`config.mk`:
```
export PLATFORM = sky130hd
export DESIGN_NAME = slave_in_port
export DESIGN_NICKNAME = d
export VERILOG_FILES = /design/src/rtl/slave_in_port.sv
export SDC_FILE = /design/constraint.sdc
export NUM_CORES = 1
export LEC_CHECK = 0
export CAP_MARGIN = 15
export CORE_MARGIN = 2
export CORE_UTILIZATION = 57
export DETAILED_ROUTE_END_ITERATION = 8
export GPL_TIMING_DRIVEN = 0
export PLACE_DENSITY_LB_ADDON = 0.15
export SLEW_MARGIN = 20
export SYNTH_ARGS = -nofsm -noshare
export SYNTH_HDL_FRONTEND = slang
export SYNTH_SLANG_ARGS = --single-unit
```
`constraint.sdc`:
```
create_clock -name clk -period 3 [get_ports clk]
set_clock_uncertainty 0.15 [all_clocks]
set_input_delay 0.45 -clock clk [delete_from_list [all_inputs] [get_ports clk]]
set_output_delay 0.45 -clock clk [all_outputs]
set_load 0.01 [all_outputs]
```
`src/rtl/slave_in_port.sv`:
```
// Serial slave input port: deserialises address, burst length and write data
// from the master's LSB-first serial lines into write strobes and read requests.
module slave_in_port #(
  parameter int SLAVE_ADDR_SIZE = 12,
  parameter int WORD_SIZE       = 8,
  parameter int BURST_SIZE      = 15
) (
  input  logic                       clk,
  input  logic                       rst_n,
  input  logic                       slave_sel,
  input  logic                       addr_bus,
  input  logic                       w_data_bus,
  input  logic                       burst_size_bus,
  input  logic                       read_en,
  input  logic                       m_valid,
  input  logic                       m_b_tx_valid,
  input  logic                       tx_done,
  input  logic                       split_on,
  input  logic                       core_ready,
  output logic                       s_ready,
  output logic                       wr_en,
  output logic [SLAVE_ADDR_SIZE-1:0] wr_addr,
  output logic [WORD_SIZE-1:0]       wr_data,
  output logic                       rd_req,
  output logic [SLAVE_ADDR_SIZE-1:0] rd_addr,
  output logic [BURST_SIZE-1:0]      rd_len,
  output logic                       rx_err
);

  localparam int ACW = (SLAVE_ADDR_SIZE > 1) ? $clog2(SLAVE_ADDR_SIZE) : 1;
  localparam int WCW = (WORD_SIZE > 1) ? $clog2(WORD_SIZE) : 1;
  localparam int BCW = (BURST_SIZE > 1) ? $clog2(BURST_SIZE) : 1;

  localparam logic [ACW-1:0] ADDR_LAST  = ACW'(SLAVE_ADDR_SIZE - 1);
  localparam logic [WCW-1:0] WORD_LAST  = WCW'(WORD_SIZE - 1);
  localparam logic [BCW-1:0] BURST_LAST = BCW'(BURST_SIZE - 1);

  typedef enum logic [2:0] {
    IDLE,
    ADDR_RX,
    DECODE,
    BURST_RX,
    DATA_RX,
    RD_REQ
  } state_t;

  state_t                     state, state_n;
  logic [ACW-1:0]             addr_cnt, addr_cnt_n;
  logic [BCW-1:0]             bcnt, bcnt_n;
  logic [WCW-1:0]             bit_cnt, bit_cnt_n;
  logic [SLAVE_ADDR_SIZE-1:0] word_idx, word_idx_n;
  logic [SLAVE_ADDR_SIZE-1:0] addr_sr, addr_sr_n;
  logic [BURST_SIZE-1:0]      len_sr, len_sr_n;
  logic [WORD_SIZE-1:0]       wsr, wsr_n;
  logic                       wr_en_n, rd_req_n, rx_err_n;
  logic [SLAVE_ADDR_SIZE-1:0] wr_addr_n, rd_addr_n;
  logic [WORD_SIZE-1:0]       wr_data_n;
  logic [BURST_SIZE-1:0]      rd_len_n;

  always_ff @(posedge clk or negedge rst_n) begin
    if (!rst_n) begin
      state    <= IDLE;
      addr_cnt <= '0;
      bcnt     <= '0;
      bit_cnt  <= '0;
      word_idx <= '0;
      addr_sr  <= '0;
      len_sr   <= '0;
      wsr      <= '0;
      s_ready  <= 1'b0;
      wr_en    <= 1'b0;
      wr_addr  <= '0;
      wr_data  <= '0;
      rd_req   <= 1'b0;
      rd_addr  <= '0;
      rd_len   <= '0;
      rx_err   <= 1'b0;
    end else begin
      state    <= state_n;
      addr_cnt <= addr_cnt_n;
      bcnt     <= bcnt_n;
      bit_cnt  <= bit_cnt_n;
      word_idx <= word_idx_n;
      addr_sr  <= addr_sr_n;
      len_sr   <= len_sr_n;
      wsr      <= wsr_n;
      s_ready  <= core_ready;
      wr_en    <= wr_en_n;
      wr_addr  <= wr_addr_n;
      wr_data  <= wr_data_n;
      rd_req   <= rd_req_n;
      rd_addr  <= rd_addr_n;
      rd_len   <= rd_len_n;
      rx_err   <= rx_err_n;
    end
  end

  // Strobes are registered on the edge that completes a field, so each
  // appears exactly one cycle after its last serial bit was sampled.
  always_comb begin
    state_n    = state;
    addr_cnt_n = addr_cnt;
    bcnt_n     = bcnt;
    bit_cnt_n  = bit_cnt;
    word_idx_n = word_idx;
    addr_sr_n  = addr_sr;
    len_sr_n   = len_sr;
    wsr_n      = wsr;
    wr_en_n    = 1'b0;
    wr_addr_n  = wr_addr;
    wr_data_n  = wr_data;
    rd_req_n   = 1'b0;
    rd_addr_n  = rd_addr;
    rd_len_n   = rd_len;
    rx_err_n   = 1'b0;

    case (state)
      IDLE: begin
        if (slave_sel) begin
          state_n    = ADDR_RX;
          addr_cnt_n = '0;
        end
      end
      ADDR_RX: begin
        if (s_ready) begin
          addr_sr_n[addr_cnt] = addr_bus;
          if (addr_cnt == ADDR_LAST) state_n = DECODE;
          else                       addr_cnt_n = addr_cnt + ACW'(1);
        end
      end
      DECODE: begin
        if (m_b_tx_valid) begin
          state_n  = BURST_RX;
          bcnt_n   = '0;
          len_sr_n = '0;
        end else if (read_en) begin
          state_n   = RD_REQ;
          rd_req_n  = 1'b1;
          rd_addr_n = addr_sr;
          rd_len_n  = BURST_SIZE'(1);
        end else begin
          state_n    = DATA_RX;
          bit_cnt_n  = '0;
          word_idx_n = '0;
          wsr_n      = '0;
        end
      end
      BURST_RX: begin
        if (s_ready && m_b_tx_valid) begin
          len_sr_n[bcnt] = burst_size_bus;
          if (bcnt == BURST_LAST) begin
            state_n   = RD_REQ;
            rd_req_n  = 1'b1;
            rd_addr_n = addr_sr;
            rd_len_n  = (len_sr_n == '0) ? BURST_SIZE'(1) : len_sr_n;
          end else begin
            bcnt_n = bcnt + BCW'(1);
          end
        end
      end
      DATA_RX: begin
        if (tx_done) begin
          state_n   = IDLE;
          rx_err_n  = (bit_cnt != '0);
          bit_cnt_n = '0;
        end else if (s_ready && m_valid) begin
          wsr_n[bit_cnt] = w_data_bus;
          if (bit_cnt == WORD_LAST) begin
            wr_en_n    = 1'b1;
            wr_data_n  = wsr_n;
            wr_addr_n  = addr_sr + word_idx;
            word_idx_n = word_idx + SLAVE_ADDR_SIZE'(1);
            bit_cnt_n  = '0;
          end else begin
            bit_cnt_n = bit_cnt + WCW'(1);
          end
        end
      end
      RD_REQ: begin
        state_n = IDLE;
      end
      default: begin
        state_n = IDLE;
      end
    endcase

    // Aborts override whatever the state logic decided, including completions.
    if (state != IDLE && (split_on || !slave_sel)) begin
      state_n    = IDLE;
      addr_cnt_n = '0;
      bcnt_n     = '0;
      bit_cnt_n  = '0;
      wr_en_n    = 1'b0;
      wr_addr_n  = wr_addr;
      wr_data_n  = wr_data;
      rd_req_n   = 1'b0;
      rd_addr_n  = rd_addr;
      rd_len_n   = rd_len;
      rx_err_n   = !split_on;
    end
  end

endmodule

```
After elaboration in Yosys (flattened, before gate mapping)
Index checks and enable logic that the tools add are counted.
- $add $sub $neg: 5
- $lt $le $gt $ge: 6
- equality and inequality tests: 28
- muxes and demuxes: 75
- bitwise logic cells: 2
- reductions and logical operators: 28
- operator list (cell ; count):
    $mux 12 ; 9
    $mux 15 ; 7
    $pmux 15 s2 ; 2
    $pmux 12 s2 ; 2
    $mux 3 ; 14
    $ne 3x3->1 const B ; 11
    $mux 4 ; 8
    $mux 8 ; 4
    $ne 2x2->1 const B ; 9
    $reduce_and 6->1 ; 3
    $mux 1 ; 17
    $pmux 4 s2 ; 2
    $pmux 8 s2 ; 1
    $bwmux 15 ; 1
    $logic_not 15->1 ; 1
    $pmux 3 s5 ; 1
    $reduce_bool 3->1 ; 5
    $add 12x1->12 const B ; 1
    $add 12x12->12 ; 1
    $bwmux 12 ; 1
    $reduce_and 4->1 ; 3
    $lt 4x5->1 const B ; 2
    $reduce_and 5->1 ; 2
    $add 4x1->4 const B ; 2
    22 further kinds ; 35
- register bits: 112
- input port bits: 12
- output and inout bits: 51
- logic and storage cells: 160

Longest topological paths before layout
Gate-level depths: netlist of the first run.
- depth after elaboration: 10
- mapped depth: 8
- mapped depth without buffers: 8

Least setup slack after synthesis of the first run
OpenSTA, ideal clock, no wires.
- path type: register -> register
- start: register bcnt[0]
- end: register rd_len[14]
- setup time: 125 ps
- data arrival time: 2024 ps
- data required time: 2725 ps
- setup slack: 701 ps
- stages on the path, launching flop included: 9
- path buffers: 1
- period minus slack after synthesis: 2299 ps
- cells stage by stage: dfrtp_1 -> inv_1 -> ha_1 -> and3_1 -> and3_1 -> a22oi_1 -> nor3_4 -> buf_6 -> mux2_2
- cells in the longest elaborated chain, start to end: 10
- elaborated cells on any way between the ends: 14
- classes of those cells: 2 x order compare; 2 x eq/ne; 7 x mux; 3 x reduce/logical
- RTL lines (element ; line ; text):
    from (decl) ; 49 ; logic [BCW-1:0] bcnt, bcnt_n;
    from (signal assigned) ; 81 ; bcnt <= bcnt_n;
    $lt 4x5->1 (not written as such) / $ge 4x1->1 (equally long branches) ; 150 ; len_sr_n[bcnt] = burst_size_bus;
    $logic_and 1x1->1 (not written as such) ; 150 ;
    $mux 1 (not written as such) ; 150 ;
    $demux 1 s4 ; 150 ;
    $bwmux 15 ; 150 ;
    $logic_not 15->1 ; 155 ; rd_len_n = (len_sr_n == '0) ? BURST_SIZE'(1) : len_sr_n;
    $mux 15 ; 155 ;
    $mux 15 ; 151 ; if (bcnt == BURST_LAST) begin
    $mux 15 ; 149 ; if (s_ready && m_b_tx_valid) begin
    $pmux 15 s2 ; 117 ; case (state)
    to (signal assigned) ; 93 ; rd_len <= rd_len_n;
    to (decl) ; 26 ; output logic [BURST_SIZE-1:0] rd_len,
Several ways; a longest one is shown, not always the timed one. The select of a mux whose other input is x is not followed.
A chain may end at the register's enable or synchronous reset.

Worst setup path after layout of the first run
- start: register bcnt[0]
- end: register rd_len[4]
Same word-level chain as after synthesis.

==> results of run 1 <==
[report_power, final]
part | internal, mW | switching [mW]
logic | 0.403 | 0.452
registers | 1.64 | 0.110
clock network | 0.421 | 0.557
[per-layer routing]
layer  part of all wire  vias to the layer above  routed length [µm]  GRT usage
met5                  0                        -                   0          0
met4              0.015                        0                 205     0.0659
met3              0.044                       22                 607     0.0521
met2               0.49                      127                6730      0.427
met1               0.45                     2445                6240      0.347
li1                   -                     2317                   -          -
[what timing repair did]
action,4_1_cts,5_1_grt
endpoints found under the hold margin,30,0
resized for setup,0,0
hold buffers,1,0
[per-stage QoR]
step           setup WS (ns)  total power [mW]  utilization  area [µm²]
5_1_grt               0.0761              3.76        0.689        7140
4_1_cts                0.267              3.61        0.689        7140
2_1_floorplan          0.701              2.27            -        6110
3_5_place_dp           0.184              2.64        0.667        6920
3_3_place_gp           -2.89              2.60        0.665        6890
6_report               0.274              3.59        0.689        7140
[layout by cell type, fill, tap and decap left out, drive strengths merged, types with 3 or more instances in the layout]
cell	Yosys	final
nor3b	6	6
ha	24	24
mux2i	25	25
nor2b	8	8
a211oi	7	7
nand2	67	67
nor4	3	3
nand3	25	25
mux2	56	56
dfrtp	112	112
o21ai	55	55
clkbuf	12	22
o2111ai	3	3
nor3	12	12
clkdlybuf4s50	0	60
o31ai	7	7
xnor2	5	5
nand4	7	7
buf	11	13
or2	4	4
a21o	6	6
nor2	47	47
nand2b	8	8
nand3b	10	10
a31oi	5	5
or3	5	5
a21oi	15	15
inv	18	20
o21a	3	3
[kinds of logic after synthesis]
family,synth area share
xor gates and xnor gates,0.0100
buffers and inverters,0.0303
muxes,0.144
and+or+nand+nor,0.179
DFF,0.459
AOI/OAI and AO/OA,0.125
adders and majority gates,0.0524
[registers in the layout, indices dropped and copies added, names as in the netlist, 4 cells and up]
register  count
addr_cnt      4
wsr           8
rd_len       15
addr_sr      12
bcnt          4
wr_data       8
wr_addr      12
len_sr       15
word_idx     12
rd_addr      12
[worst max-delay path: stages, from the launching register on]
cell and delay (ns):
dfrtp_1 0.44, inv_1 0.14, ha_1 0.23, and3_1 0.22, and3_1 0.24, a22oi_1 0.13
nor3_4 0.47, buf_6 0.24, mux2_2 0.34
[cell type report]
class | instances | area share
clock inverters | 6 | 0.0105
inverters | 18 | 0.00946
clock buffers | 10 | 0.0193
plain buffers | 23 | 0.0165
well taps | 136 | 0.0238
multi-input cells | 450 | 0.437
repair buffers | 63 | 0.0909
flip-flops and latches | 112 | 0.392
[path summary, 6_finish.rpt]
| kind | start | to | slack [ns] | cells after the start |
|---|---|---|---|---|
| max | bcnt[0]$_DFFE_PN0P_ | rd_len[4]$_DFFE_PN0P_ | 0.27 | 8 |
| min | rst_n | wr_data[5]$_DFFE_PN0P_ | 0.33 | 2 |
| max reg2reg | bcnt[0]$_DFFE_PN0P_ | rd_len[4]$_DFFE_PN0P_ | 0.27 | 8 |
| min reg2reg | wr_addr[5]$_DFFE_PN0P_ | wr_addr[5]$_DFFE_PN0P_ | 0.33 | 2 |
| max in group asynchronous | rst_n | addr_sr[7]$_DFFE_PN0P_ | 1.66 | 3 |
| min in group clk | wr_addr[5]$_DFFE_PN0P_ | wr_addr[5]$_DFFE_PN0P_ | 0.33 | 2 |
==> metrics.md, run 1 <==
| Metric | Value |
|---|---|
| Fin Hold WS | `0.329 ns` |
| Num CTS Buffers | `9` |
| Detailed Place HPWL | `10.1 mm` |
| Syn Area/Cell | `10.1 µm²` |
| Global-route congestion overflow total | `0` |
| Vias in the first global route | `4823` |
| H-tree levels | `3` |
| Syn_nets | `640` |
| CP Data Required Time | `3.13 ns` |
| RSZ-0062 raised after global routing | `no` |
| Max_slew headroom | `0.481` |
| Maximum root-to-sink buffer count | `2` |
| IO buf count | `61` |
| Insertion delay to the later sink of the worst-skew pair | `0.40 ns` |
| Most frequent cells after synthesis | `112 x dfrtp_1, 67 x nand2_1, 55 x mux2_2, 55 x o21ai_0, 47 x nor2_1` |
| Final period util | `0.909` |
| Initial Util | `0.589` |
| Die extent in x | `108 µm` |
| Area growth, synth to finish | `16.9%` |
| Antenna diode instance count | `0` |
| Crit Path Category | `reg2reg` |
| Post-synth top area share | `0.459` |
| Pleak | `3.21 nW` |
| CTS root buf | `clkbuf_8` |
| CTS sink cnt | `112` |
| Post-Syn Area | `6110 µm²` |
| Highest Clock Rate | `367 MHz` |
| Setup TNS | `0 ns` |
| Worst-path fanout max | `10` |
| WL/cell | `16.8 µm` |
| Footprint of the multi-input gates | `3120 µm²` |
| Final hold vios | `0` |
| Final Max Slew Viols | `0` |
| GP Congestion | `0.898` |
| Synth Instances | `603` |
| #FFs+latches synth | `112` |
| Share of cells above drive strength 1 | `0.142` |
| Post-DRT Antenna Nets | `0` |
| # Post-CTS Setup Buffers | `0` |
| Post-route minimum period | `2.73 ns` |
| Slew @ Worst Pin | `0.772 ns` |
| EDFF count, synth | `0` |
| Largest net degree at the start of global routing | `83` |
| Gr usage total | `0.257` |
| DRC Markers | `0` |
| Distinct cells, synth | `62` |
| Max IR drop VDD | `0.000472 V` |
| Final setup vio count | `0` |
| Most numerous cell in the Yosys netlist | `dfrtp_1` |
| Pre-antenna DRT Iters | `5` |
| Initial DRC Count | `275` |
| Worst setup SP type | `flop` |
| Part of the Yosys area used for sequential elements | `0.459` |
| Net count, final | `714` |
| Worst Setup End Kind | `flop` |
| Asr flop ratio synth | `1.00` |
| Biggest area consumer among synthesized cells | `dfrtp_1` |
| Total die area | `11600 µm²` |
| Register area | `2800 µm²` |
| Die Span Y | `108 µm` |
| DRT Wirelength | `13.8 mm` |
| Largest cells by area after synthesis | `dfrtp_1 46%, mux2_2 10%, ha_1 4.9%` |
| Fillcell total | `842` |
| Post-route insts no fill | `818` |
| First-pass GRT wire length | `23.5 mm` |
| CORE AREA | `10400 µm²` |
| Vias | `4911` |
| WP data arrival | `2.86 ns` |
| IO Pins | `63` |
| PD cells | `502 nW/µm²` |
| Initial antenna violation count | `0` |
| Number of max-cap violations | `0` |
| # rows | `37` |
| Clock-pin slew on the worst setup and hold paths | `0.11 ns` |
| Drt via density | `6.00` |
| Worst Hold Class | `in2async` |
| Placed insts | `801` |
| Status | `finished clean` |
| Synth warnings | `0` |
| Primary FF master, synth | `dfrtp_1` |
| CTS tree | `yes` |
Power figures use the tool's default switching activity.
==> run 2: changes to the inputs <==
--- a/config.mk
+++ b/config.mk
@@ -5,11 +5,13 @@
 export SDC_FILE = /design/constraint.sdc
 export NUM_CORES = 1
 export LEC_CHECK = 0
+export ABC_CLOCK_PERIOD_IN_PS = 3000
 export CAP_MARGIN = 15
 export CORE_MARGIN = 2
 export CORE_UTILIZATION = 57
 export DETAILED_ROUTE_END_ITERATION = 8
 export GPL_TIMING_DRIVEN = 0
+export HOLD_SLACK_MARGIN = 0.03
 export PLACE_DENSITY_LB_ADDON = 0.15
 export SLEW_MARGIN = 20
 export SYNTH_ARGS = -nofsm -noshare
==> results of run 2 <==
Final layout, timing and power as in run 1 (identical DEF).
==> run 3: changes to the inputs <==
--- a/config.mk
+++ b/config.mk
@@ -10,7 +10,6 @@
 export CORE_MARGIN = 2
 export CORE_UTILIZATION = 57
 export DETAILED_ROUTE_END_ITERATION = 8
-export GPL_TIMING_DRIVEN = 0
 export HOLD_SLACK_MARGIN = 0.03
 export PLACE_DENSITY_LB_ADDON = 0.15
 export SLEW_MARGIN = 20
==> metrics.md, run 3 (synthesis gave the netlist of run 1 again) <==
| Metric | Value |
|---|---|
| Final hold vios | `0` |
| Share of cells above drive strength 1 | `0.145` |
| Number of cells on the worst reg-to-reg path | `8` |
| Logic pwr share | `0.226` |
| DRT Wirelength | `13.2 mm` |
| Vias | `4751` |
| Crit path cell chain | `inv_1, ha_1, and3_1, and3_1, a22oi_1, nor3_4, buf_4, mux2_2` |
| H-tree levels | `3` |
| Die extent in x | `108 µm` |
| CTS sink cnt | `112` |
| Register area | `2800 µm²` |
| Largest net degree at the start of global routing | `55` |
| Total die area | `11600 µm²` |
| Fillcell total | `823` |
| # rows | `37` |
| Worst-path fanout max | `28` |
| CORE AREA | `10400 µm²` |
| Vias in the first global route | `4619` |
| Worst Setup End Kind | `flop` |
| Max IR drop VDD | `0.000363 V` |
| WL/cell | `16.4 µm` |
| GP Congestion | `0.924` |
| CP Data Required Time | `3.13 ns` |
| Initial Util | `0.589` |
| Area growth, synth to finish | `16.4%` |
| Initial DRC Count | `286` |
| Post-DRT Antenna Nets | `0` |
| Die Span Y | `108 µm` |
| PD cells | `504 nW/µm²` |
| CTS tree | `yes` |
| CP Buf/Inv Count | `2` |
| Final period util | `0.842` |
| IO buf count | `62` |
| Final Max Slew Viols | `0` |
| # Post-CTS Setup Buffers | `0` |
| Drt via density | `5.89` |
| CP max stage delay | `0.44 ns` |
| Most used cell, CP | `and3_1` |
| DRC Markers | `0` |
| Kind of cell adding the most delay to the critical path | `simple AND/OR/NAND/NOR gates` |
| CTS resizes | `0` |
| Switching pwr | `1.13 mW` |
| Clk pwr share | `0.277` |
| Max_slew headroom | `0.585` |
| Worst setup SP type | `flop` |
| Num CTS Buffers | `9` |
| Post-route minimum period | `2.53 ns` |
| Detailed Place HPWL | `9.54 mm` |
| Maximum root-to-sink buffer count | `2` |
| Commonest non-fill, non-tap cells in the layout | `112 x dfrtp_1, 67 x nand2_1, 61 x clkdlybuf4s50_1` |
| Fin worst setup slack | `0.473 ns` |
| Crit Path Category | `reg2reg` |
| Initial antenna violation count | `0` |
| Setup TNS | `0 ns` |
| RSZ-0062 raised after global routing | `no` |
| Net count, final | `703` |
| IO Pins | `63` |
| Slowest cell on the critical path | `dfrtp_1` |
| Antenna diode instance count | `0` |
| Highest Clock Rate | `396 MHz` |
| Reg power frac | `0.497` |
| Number of max-cap violations | `0` |
| Slew @ Worst Pin | `0.617 ns` |
| CTS root buf | `clkbuf_8` |
| Clock-pin slew on the worst setup and hold paths | `0.11 ns` |
| Pleak | `3.20 nW` |
| Largest registers | `len_sr: 15 flops, rd_len: 15 flops` |
| Pre-CTS WS | `0.422 ns` |
| WP data arrival | `2.65 ns` |
| Footprint of the multi-input gates | `3120 µm²` |
| Insertion delay to the later sink of the worst-skew pair | `0.40 ns` |
| Commonest non-fill, non-tap cell in the layout | `dfrtp_1` |
| First-pass GRT wire length | `22.3 mm` |
| Hold path depth | `2` |
| Reg2Reg Setup Slack | `0.47 ns` |
| Pre-antenna DRT Iters | `5` |
| Final setup vio count | `0` |
| Switching Fraction | `0.315` |
| Status | `finished clean` |
| Worst Hold Class | `reg2reg` |
| P_int | `2.46 mW` |
| Crit. path cell count | `8` |
| Gr usage total | `0.245` |
| Global-route congestion overflow total | `0` |
==> run 3: cell count changes in the layout (fill, tap and decap cells not counted), sizes merged <==
cell	before	now
clkbuf	22	9
inv	20	22
clkinvlp	1	0
clkdlybuf4s50	60	61
==> run 3: path summary, 6_finish.rpt <==
kind / start / to
worst max-delay path: bcnt[0]$_DFFE_PN0P_ / rd_len[4]$_DFFE_PN0P_
worst min-delay path: wr_data[4]$_DFFE_PN0P_ / wr_data[4]$_DFFE_PN0P_
worst max register to register: bcnt[0]$_DFFE_PN0P_ / rd_len[4]$_DFFE_PN0P_
worst min register to register: wr_data[4]$_DFFE_PN0P_ / wr_data[4]$_DFFE_PN0P_
max in group asynchronous: rst_n / rd_len[3]$_DFFE_PN0P_
min in group asynchronous: rst_n / wr_data[4]$_DFFE_PN0P_
==> run 3: per-stage QoR <==
step | instances | cell area (µm²) | hold WS [ns] | util | power [mW]
global placement | 790 | 6880 | 0.233 | 0.664 | 2.60
global route | 807 | 7110 | 0.326 | 0.686 | 3.79
CTS | 807 | 7110 | 0.331 | 0.686 | 3.62
floorplan | 603 | 6110 | 0.00441 | - | 2.27
finish | 807 | 7110 | 0.336 | 0.686 | 3.59
detailed placement | 790 | 6880 | 0.240 | 0.664 | 2.62
==> run 3: per-layer routing <==
metal  wire length [µm]  vias up  GRT usage
met5                  0        -          0
met4                155        0     0.0659
met3                634       11     0.0569
met2               6470      122      0.398
met1               5970     2323      0.331
li1                   -     2295          -
==> run 3: tightest hold or removal path, cell delays in order, from the launching register on <==
cell and delay (ns):
dfrtp_1 0.36, nand2_1 0.04, o21ai_0 0.06
==> run 3: repair_timing <==
item                       4_1_cts  5_1_grt
hold endpoints to repair        25        0
hold buffers                     1        0
setup endpoints to repair        0        0
==> run 3: area by class of cell <==
class,count,area share
tap,136,0.0239
multi-input combinational,450,0.439
clock buffer,9,0.0174
timing repair buffer,75,0.103
sequential,112,0.394
inverter,18,0.00950
clock inverter,7,0.0134
==> run 3: power by group through the flow <==
stage,sequential [mW],combinational (mW),clock [mW]
finish,1.78,0.810,0.994
global route,1.81,0.891,1.09
CTS,1.79,0.814,1.02
detailed placement,1.82,0.809,0
global placement,1.81,0.788,0
floorplan,1.78,0.489,0
